File: config.mk
export PLATFORM = sky130hd
export DESIGN_NAME = olink_reset_seq
export DESIGN_NICKNAME = d
export VERILOG_FILES = /design/src/rtl/olink_rstseq_pkg.sv /design/src/rtl/olink_rstseq_debounce.sv /design/src/rtl/olink_reset_seq.sv
export SDC_FILE = /design/constraint.sdc
export NUM_CORES = 1
export LEC_CHECK = 0
export CAP_MARGIN = 20
export CORE_MARGIN = 3
export CORE_UTILIZATION = 29
export CTS_BUF_LIST = sky130_fd_sc_hd__clkbuf_8 sky130_fd_sc_hd__clkbuf_16
export CTS_CLUSTER_DIAMETER = 50
export DETAILED_ROUTE_END_ITERATION = 6
export DONT_BUFFER_PORTS = 1
export PLACE_DENSITY_LB_ADDON = 0.25
export SLEW_MARGIN = 30
export SYNTH_ARGS = -nofsm -noshare
export SYNTH_HDL_FRONTEND = slang
export SYNTH_HIERARCHICAL = 1
export SYNTH_SLANG_ARGS = --single-unit
File: constraint.sdc
create_clock -name sysClk125 -period 7 [get_ports sysClk125]
set_input_delay 0.7 -clock sysClk125 [delete_from_list [all_inputs] [get_ports sysClk125]]
set_output_delay 0.7 -clock sysClk125 [all_outputs]
set_load 0.02 [all_outputs]
File: src/rtl/olink_rstseq_pkg.sv
// Shared definitions for the optical-link reset sequencer: state encoding,
// default timing and the timer-width helper.
package olink_rstseq_pkg;

  typedef enum logic [2:0] {
    S_IDLE      = 3'd0,
    S_QPLL_RST  = 3'd1,
    S_QPLL_WAIT = 3'd2,
    S_MMCM_RST  = 3'd3,
    S_MMCM_WAIT = 3'd4,
    S_GT_RST    = 3'd5,
    S_LINK_WAIT = 3'd6,
    S_RUN       = 3'd7
  } olink_state_e;

  localparam int DEF_NUM_LINKS    = 2;
  localparam int DEF_RST_CYCLES   = 16;
  localparam int DEF_LOCK_TIMEOUT = 125000;
  localparam int DEF_LINK_TIMEOUT = 1250000;
  localparam int DEF_DROP_CYCLES  = 8;

  // Timer only ever counts up to (largest limit - 1), so clog2 of the limit suffices.
  function automatic int cnt_width(input int lock_to, input int link_to, input int rst_cyc);
    int m;
    m = lock_to;
    if (link_to > m) m = link_to;
    if (rst_cyc > m) m = rst_cyc;
    return (m > 1) ? $clog2(m) : 1;
  endfunction

endpackage

File: src/rtl/olink_rstseq_debounce.sv
// One-bit consecutive-cycle filter: fire_o is high on the DROP_CYCLES-th
// consecutive cycle that cond_i is high, and stays high while it remains high.
module olink_rstseq_debounce #(
  parameter int DROP_CYCLES = 8
) (
  input  logic clk,
  input  logic rst_n,
  input  logic cond_i,
  output logic fire_o
);

  localparam int CW = $clog2(DROP_CYCLES + 1);
  localparam logic [CW-1:0] LAST = CW'(DROP_CYCLES - 1);

  logic [CW-1:0] cnt_q, cnt_d;

  always_comb begin
    cnt_d = '0;
    if (cond_i) begin
      cnt_d = (cnt_q == LAST) ? cnt_q : cnt_q + CW'(1);
    end
  end

  assign fire_o = cond_i && (cnt_q == LAST);

  always_ff @(posedge clk) begin
    if (!rst_n) begin
      cnt_q <= '0;
    end else begin
      cnt_q <= cnt_d;
    end
  end

endmodule

File: src/rtl/olink_reset_seq.sv
// QPLL -> MMCM -> GTX reset sequencer with lock/link timeouts and RUN loss recovery.
// Define OLINK_RSTSEQ_DEBOUNCE_EN to require DROP_CYCLES of persistent loss in RUN.
module olink_reset_seq
  import olink_rstseq_pkg::*;
#(
  parameter int NUM_LINKS    = DEF_NUM_LINKS,
  parameter int RST_CYCLES   = DEF_RST_CYCLES,
  parameter int LOCK_TIMEOUT = DEF_LOCK_TIMEOUT,
  parameter int LINK_TIMEOUT = DEF_LINK_TIMEOUT,
  parameter int DROP_CYCLES  = DEF_DROP_CYCLES
) (
  input  logic                 sysClk125,
  input  logic                 sysClk125RstN,
  input  logic                 enable,
  input  logic                 force_reset,
  input  logic [NUM_LINKS-1:0] link_mask,
  input  logic                 qpll_lock,
  input  logic                 qpll_refclklost,
  input  logic                 mmcm_locked,
  input  logic [NUM_LINKS-1:0] link_valid,
  output logic                 qpll_reset,
  output logic                 mmcm_reset,
  output logic [NUM_LINKS-1:0] gt_reset,
  output logic [2:0]           state,
  output logic [NUM_LINKS-1:0] links_up,
  output logic                 all_up,
  output logic [7:0]           retry_count,
  output logic                 timeout_err
);

  localparam int TW = cnt_width(LOCK_TIMEOUT, LINK_TIMEOUT, RST_CYCLES);
  localparam logic [TW-1:0] RST_LAST  = TW'(RST_CYCLES - 1);
  localparam logic [TW-1:0] LOCK_LAST = TW'(LOCK_TIMEOUT - 1);
  localparam logic [TW-1:0] LINK_LAST = TW'(LINK_TIMEOUT - 1);

  olink_state_e         state_q, state_d;
  logic [TW-1:0]        timer_q, timer_d;
  logic [7:0]           retry_q, retry_d;
  logic                 err_q, err_d;
  logic                 qpll_reset_q, qpll_reset_d;
  logic                 mmcm_reset_q, mmcm_reset_d;
  logic [NUM_LINKS-1:0] gt_reset_q, gt_reset_d;
  logic [NUM_LINKS-1:0] links_up_q, links_up_d;
  logic                 all_up_q, all_up_d;

  logic qpll_ok, links_ok, in_run;
  logic qpll_loss, mmcm_loss, link_loss;
  logic qpll_drop, mmcm_drop, link_drop;
  logic timeout, bump, restart;

  assign qpll_ok   = qpll_lock && !qpll_refclklost;
  assign links_ok  = ((link_valid & link_mask) == link_mask);
  assign in_run    = (state_q == S_RUN);
  assign qpll_loss = in_run && !qpll_ok;
  assign mmcm_loss = in_run && !mmcm_locked;
  assign link_loss = in_run && |(~link_valid & link_mask);

`ifdef OLINK_RSTSEQ_DEBOUNCE_EN
  // Loss inputs are gated with RUN so each filter starts clean on every entry.
  olink_rstseq_debounce #(.DROP_CYCLES(DROP_CYCLES)) u_db_qpll (
    .clk(sysClk125), .rst_n(sysClk125RstN), .cond_i(qpll_loss), .fire_o(qpll_drop)
  );
  olink_rstseq_debounce #(.DROP_CYCLES(DROP_CYCLES)) u_db_mmcm (
    .clk(sysClk125), .rst_n(sysClk125RstN), .cond_i(mmcm_loss), .fire_o(mmcm_drop)
  );
  olink_rstseq_debounce #(.DROP_CYCLES(DROP_CYCLES)) u_db_link (
    .clk(sysClk125), .rst_n(sysClk125RstN), .cond_i(link_loss), .fire_o(link_drop)
  );
`else
  logic [31:0] drop_cycles_unused;
  assign drop_cycles_unused = DROP_CYCLES;
  assign qpll_drop = qpll_loss;
  assign mmcm_drop = mmcm_loss;
  assign link_drop = link_loss;
`endif

  always_comb begin
    state_d = state_q;
    retry_d = retry_q;
    err_d   = err_q;
    timeout = 1'b0;
    bump    = 1'b0;
    restart = 1'b0;

    if (!enable) begin
      state_d = S_IDLE;
      if (force_reset) begin
        retry_d = '0;
        err_d   = 1'b0;
      end
    end else if (force_reset) begin
      state_d = S_QPLL_RST;
      retry_d = '0;
      err_d   = 1'b0;
      restart = 1'b1;
    end else begin
      case (state_q)
        S_IDLE:      state_d = S_QPLL_RST;
        S_QPLL_RST:  if (timer_q == RST_LAST) state_d = S_QPLL_WAIT;
        S_QPLL_WAIT: begin
          if (qpll_ok) state_d = S_MMCM_RST;
          else if (timer_q == LOCK_LAST) timeout = 1'b1;
        end
        S_MMCM_RST:  if (timer_q == RST_LAST) state_d = S_MMCM_WAIT;
        S_MMCM_WAIT: begin
          if (mmcm_locked) state_d = S_GT_RST;
          else if (timer_q == LOCK_LAST) timeout = 1'b1;
        end
        S_GT_RST:    if (timer_q == RST_LAST) state_d = S_LINK_WAIT;
        S_LINK_WAIT: begin
          if (links_ok) state_d = S_RUN;
          else if (timer_q == LINK_LAST) timeout = 1'b1;
        end
        S_RUN: begin
          // Restart only the deepest stage that was lost.
          if (qpll_drop) begin
            state_d = S_QPLL_RST;
            bump    = 1'b1;
          end else if (mmcm_drop) begin
            state_d = S_MMCM_RST;
            bump    = 1'b1;
          end else if (link_drop) begin
            state_d = S_GT_RST;
            bump    = 1'b1;
          end
        end
        default:     state_d = S_IDLE;
      endcase

      if (timeout) begin
        state_d = S_QPLL_RST;
        err_d   = 1'b1;
        bump    = 1'b1;
      end
      if (bump && retry_q != 8'hFF) begin
        retry_d = retry_q + 8'd1;
      end
    end

    if (state_d != state_q || restart || state_q == S_IDLE || state_q == S_RUN) begin
      timer_d = '0;
    end else begin
      timer_d = timer_q + TW'(1);
    end

    qpll_reset_d = (state_d == S_IDLE) || (state_d == S_QPLL_RST);
    mmcm_reset_d = qpll_reset_d || (state_d == S_QPLL_WAIT) || (state_d == S_MMCM_RST);
    gt_reset_d   = {NUM_LINKS{(state_d != S_LINK_WAIT) && (state_d != S_RUN)}};
    links_up_d   = link_valid & link_mask;
    all_up_d     = (state_d == S_RUN);
  end

  always_ff @(posedge sysClk125) begin
    if (!sysClk125RstN) begin
      state_q      <= S_IDLE;
      timer_q      <= '0;
      retry_q      <= '0;
      err_q        <= 1'b0;
      qpll_reset_q <= 1'b1;
      mmcm_reset_q <= 1'b1;
      gt_reset_q   <= '1;
      links_up_q   <= '0;
      all_up_q     <= 1'b0;
    end else begin
      state_q      <= state_d;
      timer_q      <= timer_d;
      retry_q      <= retry_d;
      err_q        <= err_d;
      qpll_reset_q <= qpll_reset_d;
      mmcm_reset_q <= mmcm_reset_d;
      gt_reset_q   <= gt_reset_d;
      links_up_q   <= links_up_d;
      all_up_q     <= all_up_d;
    end
  end

  assign state       = state_q;
  assign qpll_reset  = qpll_reset_q;
  assign mmcm_reset  = mmcm_reset_q;
  assign gt_reset    = gt_reset_q;
  assign links_up    = links_up_q;
  assign all_up      = all_up_q;
  assign retry_count = retry_q;
  assign timeout_err = err_q;

endmodule

=== Word-level counts from Yosys, hierarchy flattened ===
Cells that the tools add are included.

* RAM bits: 0
* Word-level logic and storage cells: 96
* Bits of input ports: 11
* Register bits: 39
* Memories: 0
* Output and inout bits: 19
* Memory bits (read-only): 0
* Bits in latches: 0

* Reductions and logical operators: 24
* $lt $le $gt $ge: 0
* $mul: 0
* Shifts and indexed selects: 0
* Bitwise logic cells: 4
* $add $sub $neg: 2
* Mux-type cells: 38
* Eq/ne operators: 19
* Divide/modulo/power cells: 0

{| class="wikitable"
|+ Operators by type and width
! kind !! number
|-
| two-way mux 3 bit || 12
|-
| two-way mux 8 bit || 4
|-
| one-hot mux 3 bit (8 select lines) || 1
|-
| adder 21 x 1 -> 21 bit, second input constant || 1
|-
| equality test 21 x 17 -> 1 bit, second input constant || 1
|-
| equality test 21 bit, second input constant || 1
|-
| equality test 21 x 4 -> 1 bit, second input constant || 1
|-
| two-way mux 1 bit || 20
|-
| equality test 3 bit, second input constant || 5
|-
| equality test 3 x 2 -> 1 bit, second input constant || 4
|-
| adder 8 x 1 -> 8 bit, second input constant || 1
|-
| != test 8 bit, second input constant || 1
|-
| equality test 3 x 1 -> 1 bit, second input constant || 2
|-
| logical AND 1 bit || 6
|-
| zero test 3 bit || 2
|-
| logical OR 1 bit || 6
|-
| != test 3 bit, second input constant || 2
|-
| nonzero test 2 bit || 3
|-
| bitwise AND 2 bit || 2
|-
| AND reduction 2 bit || 2
|-
| OR reduction 2 bit || 2
|-
| zero test 1 bit || 3
|-
| != test 3 bit || 1
|-
| one-hot mux 1 bit (3 select lines) || 1
|-
| other kinds (3) || 3
|}

=== Longest topological paths before layout ===
* Depth in word-level cells: 16
* Depth in mapped cells: 9
* Depth with buffers taken out: 8

=== Least setup slack after synthesis ===
OpenSTA, ideal clock, no wires.

* Kind: input-to-reg
* Start: input link_valid[0]
* End: register retry_q[2] (netlist: retry_count[2])
* Path slack: 4.141 ns
* Path buffers: 1
* Data required time: 6.930 ns
* Setup time: 0.070 ns
* Stages on the path: 8
* Arrival: 2.789 ns
* Path through: nand2b_1 and2_1 or4_4 a2111oi_4 o221ai_2 buf_2 or3_1 a21oi_1

* Word-level cells in the longest chain between the ends: 14
* Elaborated cells on any way between the ends: 20
* Classes of those cells: 1 x eq/ne; 11 x mux; 3 x bitwise; 5 x reduce/logical

{| class="wikitable"
|+ RTL lines
! element !! RTL line !! RTL
|-
| from (decl) || olink_reset_seq.sv:20 || <nowiki>input logic [NUM_LINKS-1:0] link_valid,</nowiki>
|-
| branches (longest 8 deep; another with one-hot mux 1 bit (3 select lines)) || - ||
|-
| two-way mux 1 bit (*) || olink_reset_seq.sv:130 || <nowiki>if (timeout) begin</nowiki>
|-
| two-way mux 1 bit (*) || olink_reset_seq.sv:91 || <nowiki>end else if (force_reset) begin</nowiki>
|-
| two-way mux 1 bit (*) || olink_reset_seq.sv:85 || <nowiki>if (!enable) begin</nowiki>
|-
| logical AND 1 bit (*) || olink_reset_seq.sv:135 || <nowiki>if (bump && retry_q != 8'hFF) begin</nowiki>
|-
| nonzero test 2 bit (no source line) (*) || - ||
|-
| AND reduction 2 bit (no source line) (*) || - ||
|-
| to (signal assigned) || olink_reset_seq.sv:167 || <nowiki>retry_q <= retry_d;</nowiki>
|-
| to (decl) || olink_reset_seq.sv:38 || <nowiki>logic [7:0] retry_q, retry_d;</nowiki>
|}

Every way passes the cells marked *. The select of a mux whose other input is x is not followed.
A chain may end at the register's enable or synchronous reset.

=== Worst setup path in the final report ===
* Start: register state_q[1] (netlist: state[1])
* End: register timer_q[14]

* Word-level cells in the longest chain between the ends: 14
* Elaborated cells on any way between the ends: 32
* Classes of those cells: 8 x eq/ne; 16 x mux; 8 x reduce/logical

{| class="wikitable"
|+ RTL lines
! element !! RTL line !! RTL
|-
| from (decl) || olink_reset_seq.sv:36 || <nowiki>olink_state_e state_q, state_d;</nowiki>
|-
| from (signal assigned) || olink_reset_seq.sv:165 || <nowiki>state_q <= state_d;</nowiki>
|-
| equality test 3 bit || olink_reset_seq.sv:53, olink_reset_seq.sv:97, olink_reset_seq.sv:140 ||
|-
| logical AND 1 bit || olink_reset_seq.sv:56 || <nowiki>assign link_loss = in_run && |(~link_valid & link_mask);</nowiki>
|-
| two-way mux 3 bit || olink_reset_seq.sv:122 || <nowiki>end else if (link_drop) begin</nowiki>
|-
| two-way mux 3 bit || olink_reset_seq.sv:119 || <nowiki>end else if (mmcm_drop) begin</nowiki>
|-
| two-way mux 3 bit || olink_reset_seq.sv:116 || <nowiki>if (qpll_drop) begin</nowiki>
|-
| one-hot mux 3 bit (8 select lines) || olink_reset_seq.sv:97 || <nowiki>case (state_q)</nowiki>
|-
| two-way mux 3 bit || olink_reset_seq.sv:130 ||
|-
| two-way mux 3 bit || olink_reset_seq.sv:91 ||
|-
| two-way mux 3 bit || olink_reset_seq.sv:85 ||
|-
| != test 3 bit || olink_reset_seq.sv:140 || <nowiki>if (state_d != state_q || restart || state_q == S_IDLE || state_q == S_RUN) begin</nowiki>
|-
| logical OR 1 bit (2 in series) || olink_reset_seq.sv:140 ||
|-
| logical OR 1 bit (*) || olink_reset_seq.sv:140 ||
|-
| OR reduction 2 bit (no source line) (*) || - ||
|-
| to (signal assigned) || olink_reset_seq.sv:166 || <nowiki>timer_q <= timer_d;</nowiki>
|-
| to (decl) || olink_reset_seq.sv:37 || <nowiki>logic [TW-1:0] timer_q, timer_d;</nowiki>
|}

Mark *: on every way between the ends. The rest lies on a longest branch, timed or not. The select of a mux whose other input is x is not followed.

==> summary.md <==
| Metric | Value |
|---|---|
| Layout Nets | `246` |
| RR Startpoint | `state[1]` |
| Cell Pwr Density | `186.1 nW/um^2` |
| Sw frac | `24.17%` |
| Min-delay src | `timer_q[0]` |
| Post-Synthesis Net Count | `250` |
| Max-slew headroom | `40.79%` |
| EDFF count, synth | `0` |
| CORE AREA | `6459 sq um` |
| Comb pwr share | `2.8%` |
| Fin crit period | `3.569 ns` |
| Maximum clock rate | `280.2 MHz` |
| Cells after synthesis | `237` |
| Clk buf depth | `2` |
| Max capacitance violation total | `0` |
| Port Buffers | `0` |
| R2R depth | `7` |
| Clk pin slew, worst setup/hold paths | `0.08 ns` |
| Total GRT Usage | `12.47%` |
| Top cells by area, synth | `dfxtp_1, xor2_1, nor3_1` |
| Seq/Total Area, Yosys | `39.87%` |
| Cell family with most CP delay | `simple AND/OR/NAND/NOR gates` |
| TNS Setup | `0 ns` |
| Pre-CTS worst setup slack | `3.433 ns` |
| Initial core utilization | `30.32%` |
| Final setup margin | `3.431 ns` |
| Core Util, Final | `32.49%` |
| Share of cells above drive strength 1 | `6.838%` |
| RSZ-0062 raised after global routing | `no` |
| IO Pins | `30` |
| Setup-failing EPs final | `0` |
| Crit-path slowest cell | `dfxtp_1` |
| Leak pwr | `0.6413 nW` |
| Clock Sinks | `39` |
| Mean area per synthesized cell | `8.262 sq um` |
| Clock Latency Late Sink | `0.29 ns` |
| Hold EP | `timer_q[0]` |
| Most common cell in the netlist | `dfxtp_1` |
| Synth cell count leaders | `dfxtp_1, nor3_1, nand2_1` |
| CTS root buf | `clkbuf_8` |
| Worst hold path class | `flop to flop` |
| Ys flop type | `dfxtp_1` |
| Drt drc | `0` |
| Post_cts resized | `0` |
| Hold Crit Depth | `1` |
| Final Max Slew Viols | `0` |
| H-tree Lvls | `2` |
| Die Y | `88.17 um` |
| Post-synth cell types | `41` |
| Clk pwr share | `39.5%` |
| Critical path class | `flop to flop` |
| Worst path bufs/invs | `0` |
| Synth area leader | `dfxtp_1` |
| First-pass GRT wire length | `7.617 mm` |
| # Post-CTS Setup Buffers | `0` |
| Detail Placement HPWL | `3.313 mm` |
| Critical Path AT | `3.71 ns` |
| Yosys reg bits | `39` |
| GPL Wtd Cong | `0.8014` |
| ANT nets after route | `0` |
| Internal | `0.2961 mW` |
| Vias per Instance | `5.318` |
| Die Wd | `88.17 um` |
| Max VDD drop | `0.05037 mV` |
| Number of core rows | `29` |
| Critical Path Source Type | `flop` |
| Initial antenna violation count | `0` |
| DRT Pass-1 Iters | `4` |
| Area share of the largest cell type after synthesis | `39.87%` |
| Largest net degree at the start of global routing | `22` |
| Critical Path RT | `7.14 ns` |
| CTS Buf Count | `5` |
| Max incr delay on CP | `0.71 ns` |
| Number of global-route vias before repair | `1491` |
| Flop pwr share | `57.7%` |
| CTS tree | `done` |
| P_sw | `0.09440 mW` |
| Vias post-DR | `1654` |
| Drt wl/cell | `14.78 um` |
| CTS Hold Buffers Added | `0` |
| Area Growth Syn to Fin | `7.156%` |
| # diodes | `0` |
| Worst-margin pin slew | `0.8856 ns` |
| Synth Warn # | `6` |
| Final hold viol count | `0` |
| FF-to-FF End | `timer_q[14]` |
| Crit Path Max Fanout | `21` |
| Worst-path cell chain | `nand2_1 -> or3_1 -> or4_4 -> a2111oi_4 -> o21ai_0 -> nand3_1 -> nor3_1` |
| Netlist Area Pre-Place | `1958 sq um` |
| R2R Setup Slk | `3.43 ns` |
| Skew final | `0.006132 ns` |
| Status | `completed` |
| Routed WL | `4.598 mm` |
| Tcrit/Tclk final | `50.98%` |
| Grt ovf | `0` |
| Worst setup EP type | `flop` |
| Die area | `7774 sq um` |
| 1st-iter DRT viols | `106` |
| Async set-reset flop share out of synthesis | `0%` |
==> cell families after synthesis <==
group           count (synthesis)  synth area share (%)
compound gates                 34                 12.14
xor+xnor                       21                 9.393
fa+ha+maj                       2                 1.278
buf+inv                        19                 4.026
flops                          39                 39.87
simple gates                  122                 33.29
==> registers in the layout, summed over array words and instances (netlist names) <==
register     cells
links_up         2
all_up           1
retry_count      8
state            3
timer_q         21
mmcm_reset       1
gt_reset         1
qpll_reset       1
timeout_err      1
==> power by group through the flow <==
stage	registers, mW	logic, mW	clock network [mW]
after global placement	0.231	0.0113	0
after global routing	0.226	0.0128	0.170
after detailed placement	0.231	0.0111	0
after floorplan	0.229	0.00975	0
after CTS	0.225	0.0112	0.160
final	0.225	0.0110	0.154
==> through the flow <==
| step | instance area, sq um | power, mW | hold slack (ns) | cells |
|---|---|---|---|---|
| floorplan | 1958 | 0.2391 | 0.4319 | 237 |
| finish | 2098 | 0.3905 | 0.4702 | 311 |
| global placement | 2009 | 0.2420 | 0.4515 | 303 |
| CTS | 2098 | 0.3962 | 0.4701 | 311 |
| detailed placement | 2009 | 0.2418 | 0.4585 | 303 |
| global route | 2098 | 0.4083 | 0.5022 | 311 |
==> cell usage in the layout (no fill, tap or decap), types with 2 or more instances in the layout <==
cell type and count:
nor4_1 4, nand3b_1 2, o31ai_1 2, xor2_1 15, and2_1 3, or2_2 2
nor3_1 26, nand3_1 16, a21oi_1 13, o22ai_1 3, nand2_1 22, nand2b_1 6
nor2b_1 2, nand4_1 6, inv_1 7, o21ai_0 7, clkbuf_8 5, or4_1 4
ha_1 2, or3_1 7, clkinvlp_4 2, nor2_1 13, xnor2_1 6, dfxtp_1 39
and3_1 4
==> routing by layer <==
| metal | GRT usage (%) | part of all wire, % | vias to the layer above |
|---|---|---|---|
| li1 | - | - | 834 |
| met1 | 16.53 | 47 | 761 |
| met2 | 19.24 | 46 | 50 |
| met3 | 3.575 | 5.3 | 9 |
| met4 | 4.533 | 1.4 | 0 |
| met5 | 0 | 0 | - |
==> area by class of cell <==
cell class / count / area, sq um
clock buffers: 5 / 68.82
flip-flops and latches: 39 / 780.7
repair buffers: 1 / 7.507
clock inverters: 3 / 20.02
inverters: 7 / 26.28
well taps: 77 / 96.34
multi-input cells: 179 / 1099
fillers: 699 / 4360
==> worst max-delay path by stage <==
stage	slack, ns	end	start	depth (start not counted)
CTS	3.40	timer_q[14]	state[1]	7
floorplan	4.14	retry_count[2]	link_valid[0]	8
finish	3.43	timer_q[14]	state[1]	7
global route	3.08	timer_q[8]	state[1]	7
detailed placement	3.43	timer_q[14]	state[1]	7
global placement	3.48	timer_q[5]	state[1]	7
Note: power is estimated with default switching activity, not from simulation.
